==> src/rtl/iob_pbus_rr_arbiter.sv <==
// Round-robin arbiter sharing one IOb slave port among N_MASTERS masters, with read-response routing.
// Optional build macro: IOB_PBUS_ARB_FIXED_PRIO_EN (lowest eligible index always wins).

module iob_pbus_rr_arbiter_chk (
  input logic clk_i,
  input logic arst_i,
  input logic cke_i,
  input logic s_rvalid_i,
  input logic fifo_empty_i
);
  // A response with no outstanding read is a slave protocol error.
  always @(posedge clk_i) begin
    if (!arst_i && cke_i && s_rvalid_i) begin
      assert (!fifo_empty_i) else $error("s_rvalid_i with no outstanding read");
    end
  end
endmodule

module iob_pbus_rr_arbiter #(
  parameter int ADDR_W    = 32,
  parameter int DATA_W    = 32,
  parameter int N_MASTERS = 2,
  parameter int MAX_OUTST = 4
) (
  input  logic                          clk_i,
  input  logic                          cke_i,
  input  logic                          arst_i,
  input  logic [N_MASTERS-1:0]          m_avalid_i,
  input  logic [N_MASTERS*ADDR_W-1:0]   m_addr_i,
  input  logic [N_MASTERS*DATA_W-1:0]   m_wdata_i,
  input  logic [N_MASTERS*DATA_W/8-1:0] m_wstrb_i,
  output logic [N_MASTERS-1:0]          m_ready_o,
  output logic [N_MASTERS-1:0]          m_rvalid_o,
  output logic [N_MASTERS*DATA_W-1:0]   m_rdata_o,
  output logic                          s_avalid_o,
  output logic [ADDR_W-1:0]             s_addr_o,
  output logic [DATA_W-1:0]             s_wdata_o,
  output logic [DATA_W/8-1:0]           s_wstrb_o,
  input  logic                          s_ready_i,
  input  logic                          s_rvalid_i,
  input  logic [DATA_W-1:0]             s_rdata_i
);

  localparam int ID_W   = (N_MASTERS > 1) ? $clog2(N_MASTERS) : 1;
  localparam int STRB_W = DATA_W / 8;
  localparam int PTR_W  = $clog2(MAX_OUTST);
  localparam int CNT_W  = PTR_W + 1;

  logic [ID_W-1:0]      rr_ptr_q, rr_ptr_d;
  logic [ID_W-1:0]      grant_q, grant_d;
  logic                 locked_q, locked_d;
  logic [ID_W-1:0]      fifo_q [MAX_OUTST];
  logic [PTR_W-1:0]     wr_ptr_q, rd_ptr_q;
  logic [CNT_W-1:0]     count_q;

  logic [ID_W-1:0]      grant_s;
  logic                 found_s;
  logic [N_MASTERS-1:0] is_write_s;
  logic [N_MASTERS-1:0] eligible_s;
  logic                 fifo_full_s;
  logic                 fifo_empty_s;
  logic                 accept_s;
  logic                 push_s;
  logic                 pop_s;
  int                   idx_s;

  assign fifo_full_s  = (count_q == CNT_W'(MAX_OUTST));
  assign fifo_empty_s = (count_q == {CNT_W{1'b0}});

  // Reads need a free tracking slot; writes are always eligible.
  always_comb begin
    is_write_s = {N_MASTERS{1'b0}};
    eligible_s = {N_MASTERS{1'b0}};
    for (int k = 0; k < N_MASTERS; k++) begin
      is_write_s[k] = |m_wstrb_i[k*STRB_W +: STRB_W];
      eligible_s[k] = m_avalid_i[k] && (is_write_s[k] || !fifo_full_s);
    end
  end

  // Grant select: held grant while locked, else first eligible index from rr_ptr upward.
  always_comb begin
    grant_s = {ID_W{1'b0}};
    found_s = 1'b0;
    idx_s   = 0;
    if (locked_q) begin
      grant_s = grant_q;
      found_s = m_avalid_i[grant_q];
    end else begin
      // Descending scan so the smallest offset from rr_ptr is written last and wins.
      for (int i = N_MASTERS - 1; i >= 0; i--) begin
        idx_s   = (int'(rr_ptr_q) + i) % N_MASTERS;
        grant_s = eligible_s[idx_s] ? ID_W'(idx_s) : grant_s;
        found_s = found_s | eligible_s[idx_s];
      end
    end
  end

  assign s_avalid_o = found_s & ~arst_i;
  assign s_addr_o   = m_addr_i[grant_s*ADDR_W +: ADDR_W];
  assign s_wdata_o  = m_wdata_i[grant_s*DATA_W +: DATA_W];
  assign s_wstrb_o  = m_wstrb_i[grant_s*STRB_W +: STRB_W];
  assign accept_s   = s_avalid_o & s_ready_i;
  assign push_s     = accept_s & ~is_write_s[grant_s];
  assign pop_s      = s_rvalid_i & ~fifo_empty_s;
  assign m_rdata_o  = {N_MASTERS{s_rdata_i}};

  // One-hot handshake and response routing back to the masters.
  always_comb begin
    m_ready_o  = {N_MASTERS{1'b0}};
    m_rvalid_o = {N_MASTERS{1'b0}};
    for (int k = 0; k < N_MASTERS; k++) begin
      m_ready_o[k]  = accept_s && (grant_s == ID_W'(k));
      m_rvalid_o[k] = pop_s && (fifo_q[rd_ptr_q] == ID_W'(k));
    end
  end

  // Next-state for arbitration pointer and lock.
  always_comb begin
    rr_ptr_d = rr_ptr_q;
    grant_d  = grant_q;
    locked_d = locked_q;
    if (accept_s) begin
      locked_d = 1'b0;
`ifdef IOB_PBUS_ARB_FIXED_PRIO_EN
      rr_ptr_d = {ID_W{1'b0}};
`else
      rr_ptr_d = (grant_s == ID_W'(N_MASTERS - 1)) ? {ID_W{1'b0}} : grant_s + 1'b1;
`endif
    end else if (s_avalid_o) begin
      locked_d = 1'b1;
      grant_d  = grant_s;
    end else begin
      locked_d = 1'b0;
    end
  end

  // State registers, frozen while cke_i is low.
  always_ff @(posedge clk_i or posedge arst_i) begin
    if (arst_i) begin
      rr_ptr_q <= {ID_W{1'b0}};
      grant_q  <= {ID_W{1'b0}};
      locked_q <= 1'b0;
      wr_ptr_q <= {PTR_W{1'b0}};
      rd_ptr_q <= {PTR_W{1'b0}};
      count_q  <= {CNT_W{1'b0}};
      for (int j = 0; j < MAX_OUTST; j++) begin
        fifo_q[j] <= {ID_W{1'b0}};
      end
    end else if (cke_i) begin
      rr_ptr_q <= rr_ptr_d;
      grant_q  <= grant_d;
      locked_q <= locked_d;
      if (push_s) begin
        fifo_q[wr_ptr_q] <= grant_s;
        wr_ptr_q         <= wr_ptr_q + 1'b1;
      end else begin
        wr_ptr_q <= wr_ptr_q;
      end
      if (pop_s) begin
        rd_ptr_q <= rd_ptr_q + 1'b1;
      end else begin
        rd_ptr_q <= rd_ptr_q;
      end
      case ({push_s, pop_s})
        2'b10:   count_q <= count_q + 1'b1;
        2'b01:   count_q <= count_q - 1'b1;
        default: count_q <= count_q;
      endcase
    end else begin
      rr_ptr_q <= rr_ptr_q;
      grant_q  <= grant_q;
      locked_q <= locked_q;
      wr_ptr_q <= wr_ptr_q;
      rd_ptr_q <= rd_ptr_q;
      count_q  <= count_q;
    end
  end

`ifndef SYNTHESIS
  iob_pbus_rr_arbiter_chk u_chk (
    .clk_i       (clk_i),
    .arst_i      (arst_i),
    .cke_i       (cke_i),
    .s_rvalid_i  (s_rvalid_i),
    .fifo_empty_i(fifo_empty_s)
  );
`endif

endmodule

==> config.mk <==
export PLATFORM = sky130hd
export DESIGN_NAME = iob_pbus_rr_arbiter
export DESIGN_NICKNAME = d
export VERILOG_FILES = /design/src/rtl/iob_pbus_rr_arbiter.sv
export SDC_FILE = /design/constraint.sdc
export NUM_CORES = 1
export LEC_CHECK = 0
export BUFFER_PORTS_ARGS = -buffer_cell sky130_fd_sc_hd__buf_2
export CORE_AREA = 2 2 120 122
export CTS_CLUSTER_DIAMETER = 40
export DETAILED_ROUTE_END_ITERATION = 6
export DIE_AREA = 0 0 122 124
export GPL_TIMING_DRIVEN = 1
export PLACE_DENSITY = 0.59
export SYNTH_ARGS = -nofsm -noshare
export SYNTH_HDL_FRONTEND = slang
export SYNTH_SLANG_ARGS = --single-unit
==> constraint.sdc <==
create_clock -name clk_i -period 4.2 [get_ports clk_i]
set_input_delay 1.26 -clock clk_i [delete_from_list [all_inputs] [get_ports clk_i]]
set_output_delay 1.26 -clock clk_i [all_outputs]
set_load 0.03 [all_outputs]
==> results.json, run 1 <==
{
  "status": "complete, but fails checks",
  "violations": "setup timing",
  "whs_ps": 480,
  "seq_area_sq_um": 350,
  "fp-row-count": 43,
  "cpMostUsedCell": "buf_6",
  "clk-insertion-delay-late_ps": 240,
  "comb_power_share": 0.759,
  "yosys_warnings": 0,
  "crit_buf_inv": 4,
  "cp-start-kind": "input port",
  "grt_setup_unrepaired": "true",
  "boundaryPins": 312,
  "required_ps": 2940,
  "hpwl_um": 7720,
  "irDropWorstVdd_v": 0.000121,
  "yosys.area.top_type_share": 0.270,
  "r2r-start": "count_q[0]",
  "hold_path_class": "reg2reg",
  "io_buffer_count": 215,
  "reg2regPathDepth": 12,
  "cts_num_sinks": 14,
  "critPathKind": "in2out",
  "antenna_found_initial": 0,
  "synth_cells": 227,
  "diodes": 0,
  "drt_pre_antenna_iters": 4,
  "die_height_um": 124,
  "critPathCaptureType": "output port",
  "finalSetupViolations": 69,
  "synth_edf_count": 0,
  "grt_pass1_wl_um": 12900,
  "multiInputGateArea_sq_mm": 0.00154,
  "track_usage": 0.113,
  "hold_viol": 0,
  "crit_chain": "buf_6 -> or4_4 -> o21ai_2 -> o211ai_2 -> nand2_4 -> buf_12 -> clkbuf_16 -> mux2_4 -> buf_6",
  "synthFlopType": "dfrtp_1",
  "leakage_nw": 2.18,
  "max_freq_mhz": 230,
  "synthArstFlopShare": 1.00,
  "r2r_slack_ps": 1390,
  "synth.avg_cell_area_sq_um": 10.5,
  "r2r-end": "count_q[2]",
  "cts-root-buf": "clkbuf_16",
  "crit_path_end": "s_wdata_o[11]",
  "cp_top_family": "simple AND/OR/NAND/NOR gates",
  "nNetsFinal": 585,
  "cts_hold_buf": 0,
  "ant_nets": 0,
  "drv_slew": 0,
  "overflow": 0,
  "fin_crit_sh": 1.04,
  "synth_fp_nets": 408,
  "worstMarginPinSlew_ps": 292,
  "cpMaxStageDelayCell": "or4_4",
  "chipWidth_um": 122,
  "dieArea_sq_mm": 0.0151,
  "post-route-drc-count": 0,
  "switching_share": 0.414,
  "drv_cap": 0,
  "start_util": 0.174,
  "ys_seq_elements": 14,
  "fin_crit_ps": 4350,
  "htreeDepth": 1,
  "crit_arrival_ps": 3090,
  "area_delta_synth_final_pct": 73.9,
  "power_frac_seq": 0.134,
  "synth_area_leaders": "mux2_4 27%, buf_4 20%, dfrtp_1 15%, mux2_2 15%, ha_1 2.6%",
  "drt_wl_total_um": 9990,
  "fin_worst_skew_ps": 2.09,
  "routabilityCongestion": 0.818,
  "startpoint": "m_wstrb_i[0]",
  "cp.depth": 9,
  "layout_setup_ws_ps": -154,
  "ctsLongestPathBuffers": 2,
  "crit_fanout": 7,
  "fin_tns_setup_ps": -7790,
  "cts.reportedPaths.clkPinSlew_ps": 40,
  "p_sw_w": 0.000674,
  "cts_buffers": 3,
  "grt_pass1_vias": 2364,
  "maxSlewHeadroom": 0.803,
  "drt_iter0_markers": 45,
  "routedWlPerCell_um": 17.2,
  "syn_area_sq_mm": 0.00239,
  "core_sq_mm": 0.0137,
  "grt_max_degree": 16,
  "vias_per_cell": 3.97,
  "ys_seq_area_frac": 0.147,
  "clkPwrFrac": 0.106,
  "nFillCells": 1452,
  "power_density_mw_per_mm2": 392,
  "synth_area_leader_cell": "mux2_4",
  "vias": 2311,
  "drive_gt1_frac": 0.826,
  "slowest_delay_ps": 540,
  "yosysUniqueCellTypes": 38,
  "p_int_w": 0.000954,
  "cts_tree": "yes"
}
## cell families (layout without fill, tap and decap cells)
| kind of cell | count (synthesis) | in the layout | share of synthesized area |
|---|---|---|---|
| compound gates | 11 | 11 | 0.0356 |
| xor+xnor | 6 | 6 | 0.0220 |
| fa+ha+maj | 6 | 6 | 0.0346 |
| buf+inv | 83 | 258 | 0.257 |
| flops | 14 | 14 | 0.147 |
| mux | 77 | 77 | 0.434 |
| simple gates | 30 | 30 | 0.0697 |
## cells in the final DEF, fill, tap and decap left out, types with 2 or more instances in the layout
master,netlist,routed
xor2_1,2,2
buf_16,0,5
inv_1,8,8
o21ai_0,2,2
mux2_2,31,6
nor2b_1,3,3
dfrtp_1,14,14
mux2_4,43,68
or4_4,0,2
mux2i_1,2,2
xnor2_1,4,4
buf_6,2,67
ha_1,5,5
nor3_1,2,2
buf_2,2,144
nand4_1,4,4
nand2_1,6,5
clkbuf_16,0,4
nand2b_1,2,2
nor2_1,2,2
nand3_1,4,4
and2_1,2,2
buf_12,0,5
buf_4,64,24
## registers in the layout, summed over array words and instances, names as in the netlist
name / count
locked_q: 1
count_q: 3
rd_ptr_q: 2
grant_q: 1
rr_ptr_q: 1
wr_ptr_q: 2
fifo_q: 4
## worst min-delay path by stage
stage / startpoint / end / slack, ps / depth (start not counted)
2_1_floorplan: rd_ptr_q[1] / rd_ptr_q[1] / 450 / 1
3_3_place_gp: rd_ptr_q[1] / rd_ptr_q[1] / 480 / 1
3_5_place_dp: rd_ptr_q[1] / rd_ptr_q[1] / 470 / 1
4_1_cts: rd_ptr_q[1] / rd_ptr_q[1] / 480 / 1
5_1_grt: count_q[2] / count_q[2] / 490 / 1
6_report: rd_ptr_q[1] / rd_ptr_q[1] / 480 / 1
## synthesized netlist by cell type (3+ instances only)
master   number
buf_4        64
mux2_4       43
mux2_2       31
dfrtp_1      14
inv_1         8
nand2_1       6
ha_1          5
buf_8         4
nand3_1       4
nand4_1       4
xnor2_1       4
nor2b_1       3
## metrics by stage
step	util	worst slack [ps]	cells	cell area [sq um]	power, W
4_1_cts	0.297	-205	580	4070	0.00162
3_3_place_gp	0.239	-192	565	3280	0.00112
6_report	0.303	-154	582	4150	0.00163
2_1_floorplan	-	11.2	227	2390	0.000992
3_5_place_dp	0.239	-232	565	3280	0.00112
5_1_grt	0.303	-207	582	4150	0.00171
## metal layers
metal	GRT usage	share of wire	up-vias
met5	0	0	-
met2	0.178	0.46	173
met4	0.0345	0.020	0
met1	0.148	0.41	1042
li1	-	-	1082
met3	0.0325	0.11	14
## final cells by class
class                   instances  area share
multi-input cells             130       0.371
flip-flops and latches         14      0.0843
inverters                       8     0.00723
repair buffers                247       0.465
well taps                     180      0.0542
clock buffers                   3      0.0181
## power by group through the flow
stage / Clock, W / Combinational, W / Sequential [W]
2_1_floorplan: 0 / 0.000783 / 0.000209
3_3_place_gp: 0 / 0.000902 / 0.000220
3_5_place_dp: 0 / 0.000903 / 0.000221
4_1_cts: 0.000179 / 0.00122 / 0.000219
5_1_grt: 0.000185 / 0.00130 / 0.000224
6_report: 0.000173 / 0.00124 / 0.000219
## timing repair
item                                    4_1_cts  5_1_grt
cloned                                        5        1
pin swaps                                     2        3
buffers inserted                              7        2
gates resized for setup                     159       14
endpoints found under the setup margin       69       69
No activity file was read; power rests on OpenSTA's default activity.
==> run 2: changes to the inputs <==
- CORE_AREA: 2 2 120 122 -> 2 2 121 123
- DIE_AREA: 0 0 122 124 -> 0 0 123 125
==> run 2 against run 1 <==
Net effect:
- the run still ends with setup timing left
- sequential share of layout area is 0.29 points higher
- worst hold slack improved by 11 ps
- worst setup slack gained 14 ps
- clock power increased by 19%
- utilization down 2.0 points
- combinational power decreased by 7%
- register-to-register slack improved by 150 ps
==> results.json, run 2 (synthesized netlist as in run 1, its figures left out) <==
{
  "crit_fanout": 7,
  "grt_pass1_wl_um": 12600,
  "violations": "setup timing",
  "drv_slew": 0,
  "drive_gt1_frac": 0.826,
  "htreeDepth": 1,
  "drt_iter0_markers": 43,
  "leakage_nw": 2.11,
  "maxSlewHeadroom": 0.791,
  "layout_common_cells": "144 x buf_2, 63 x mux2_4, 63 x buf_6, 25 x buf_4, 14 x dfrtp_1",
  "cts_num_sinks": 14,
  "power_density_mw_per_mm2": 391,
  "die_height_um": 125,
  "core_sq_mm": 0.0142,
  "hpwl_um": 7340,
  "critPathCaptureType": "output port",
  "grt_max_degree": 21,
  "track_usage": 0.107,
  "routabilityCongestion": 0.741,
  "fin_worst_skew_ps": 1.26,
  "chipWidth_um": 123,
  "hold_viol": 0,
  "routedWlPerCell_um": 15.8,
  "fin_crit_sh": 1.03,
  "cts_tree": "yes",
  "grt_pass1_vias": 2412,
  "antenna_found_initial": 0,
  "required_ps": 2940,
  "largest_reg_flops": 4,
  "clk-insertion-delay-late_ps": 250,
  "nFillCells": 1507,
  "drt_wl_total_um": 9190,
  "start_util": 0.168,
  "reg.largest.list": "fifo_q: 4 flops, count_q: 3 flops",
  "status": "complete, but fails checks",
  "whs_ps": 490,
  "vias": 2306,
  "max_freq_mhz": 230,
  "post-route-drc-count": 0,
  "cp_top_family": "simple AND/OR/NAND/NOR gates",
  "drv_cap": 0,
  "drt_pre_antenna_iters": 4,
  "worstMarginPinSlew_ps": 311,
  "finalSetupViolations": 68,
  "fin_crit_ps": 4340,
  "regMostFlops": "fifo_q",
  "fin_tns_setup_ps": -6370,
  "cts_buffers": 3,
  "crit_buf_inv": 4,
  "dieArea_sq_mm": 0.0154,
  "cpMaxStageDelayCell": "or4_4",
  "critPathKind": "in2out",
  "grt_setup_unrepaired": "true",
  "cts.reportedPaths.clkPinSlew_ps": 50,
  "seq_area_sq_um": 350,
  "vias_per_cell": 3.97,
  "cts-root-buf": "clkbuf_16",
  "diodes": 0,
  "nNetsFinal": 579,
  "fp-row-count": 44,
  "total_power_w": 0.00157,
  "multiInputGateArea_sq_mm": 0.00152,
  "boundaryPins": 312,
  "cpMostUsedCell": "buf_6",
  "layout_setup_ws_ps": -139,
  "irDropWorstVdd_v": 0.000128,
  "cp-start-kind": "input port",
  "crit_arrival_ps": 3080,
  "crit_chain": "buf_6 -> or4_4 -> o21ai_2 -> o211ai_2 -> nand2_4 -> buf_12 -> clkbuf_16 -> mux2_2 -> buf_6",
  "area_delta_synth_final_pct": 68.2,
  "ant_nets": 0,
  "slowest_delay_ps": 540,
  "fin_util": 0.283,
  "overflow": 0,
  "ctsLongestPathBuffers": 2,
  "io_buffer_count": 215,
  "mostFrequentLayoutCell": "buf_2",
  "hold_path_class": "reg2reg"
}
run 2: per-layer routing:
layer	part of all wire	track usage
met1	0.41	0.130
met2	0.48	0.187
met4	0.019	0.0287
met3	0.094	0.0237
met5	0	0
run 2: layout make-up:
class	count	share of cell area
flip-flops and latches	14	0.0872
clock buffers	4	0.0221
repair buffers	241	0.446
multi-input cells	130	0.379
inverters	8	0.00748
well taps	184	0.0573
run 2: path summary, 6_finish.rpt:
| check | startpoint | endpoint | slack (ps) | cells past startpoint |
|---|---|---|---|---|
| max | m_wstrb_i[1] | s_addr_o[11] | -140 | 9 |
| min | rd_ptr_q[1] | rd_ptr_q[1] | 490 | 1 |
| max reg2reg | count_q[1] | count_q[2] | 1540 | 11 |
| min reg2reg | rd_ptr_q[1] | rd_ptr_q[1] | 490 | 1 |
| max in group asynchronous | arst_i | locked_q | 2880 | 3 |
| min in group asynchronous | arst_i | rr_ptr_q | 900 | 2 |
run 2: repair_timing:
item / 4_1_cts / 5_1_grt
hold buffers: 0 / 0
resized for setup: 141 / 27
pin swaps: 2 / 1
buffers inserted: 5 / 5
endpoints found under the setup margin: 69 / 69
cloned: 2 / 1
endpoints found under the hold margin: 0 / 0
run 2: through the flow:
stage,instances,cell area (sq um),setup WS (ps)
floorplan,227,2390,11.2
global placement,568,3290,-178
detailed placement,568,3290,-249
CTS,577,3910,-163
global route,581,4020,-199
finish,581,4020,-139
run 2: where the power goes:
part / internal [W] / total, W / leakage [nW] / switching, W
clock network: 0.000145 / 0.000206 / 0.0442 / 0.0000609
registers: 0.000177 / 0.000219 / 0.178 / 0.0000422
logic: 0.000596 / 0.00115 / 1.88 / 0.000552
total: 0.000917 / 0.00157 / 2.11 / 0.000655
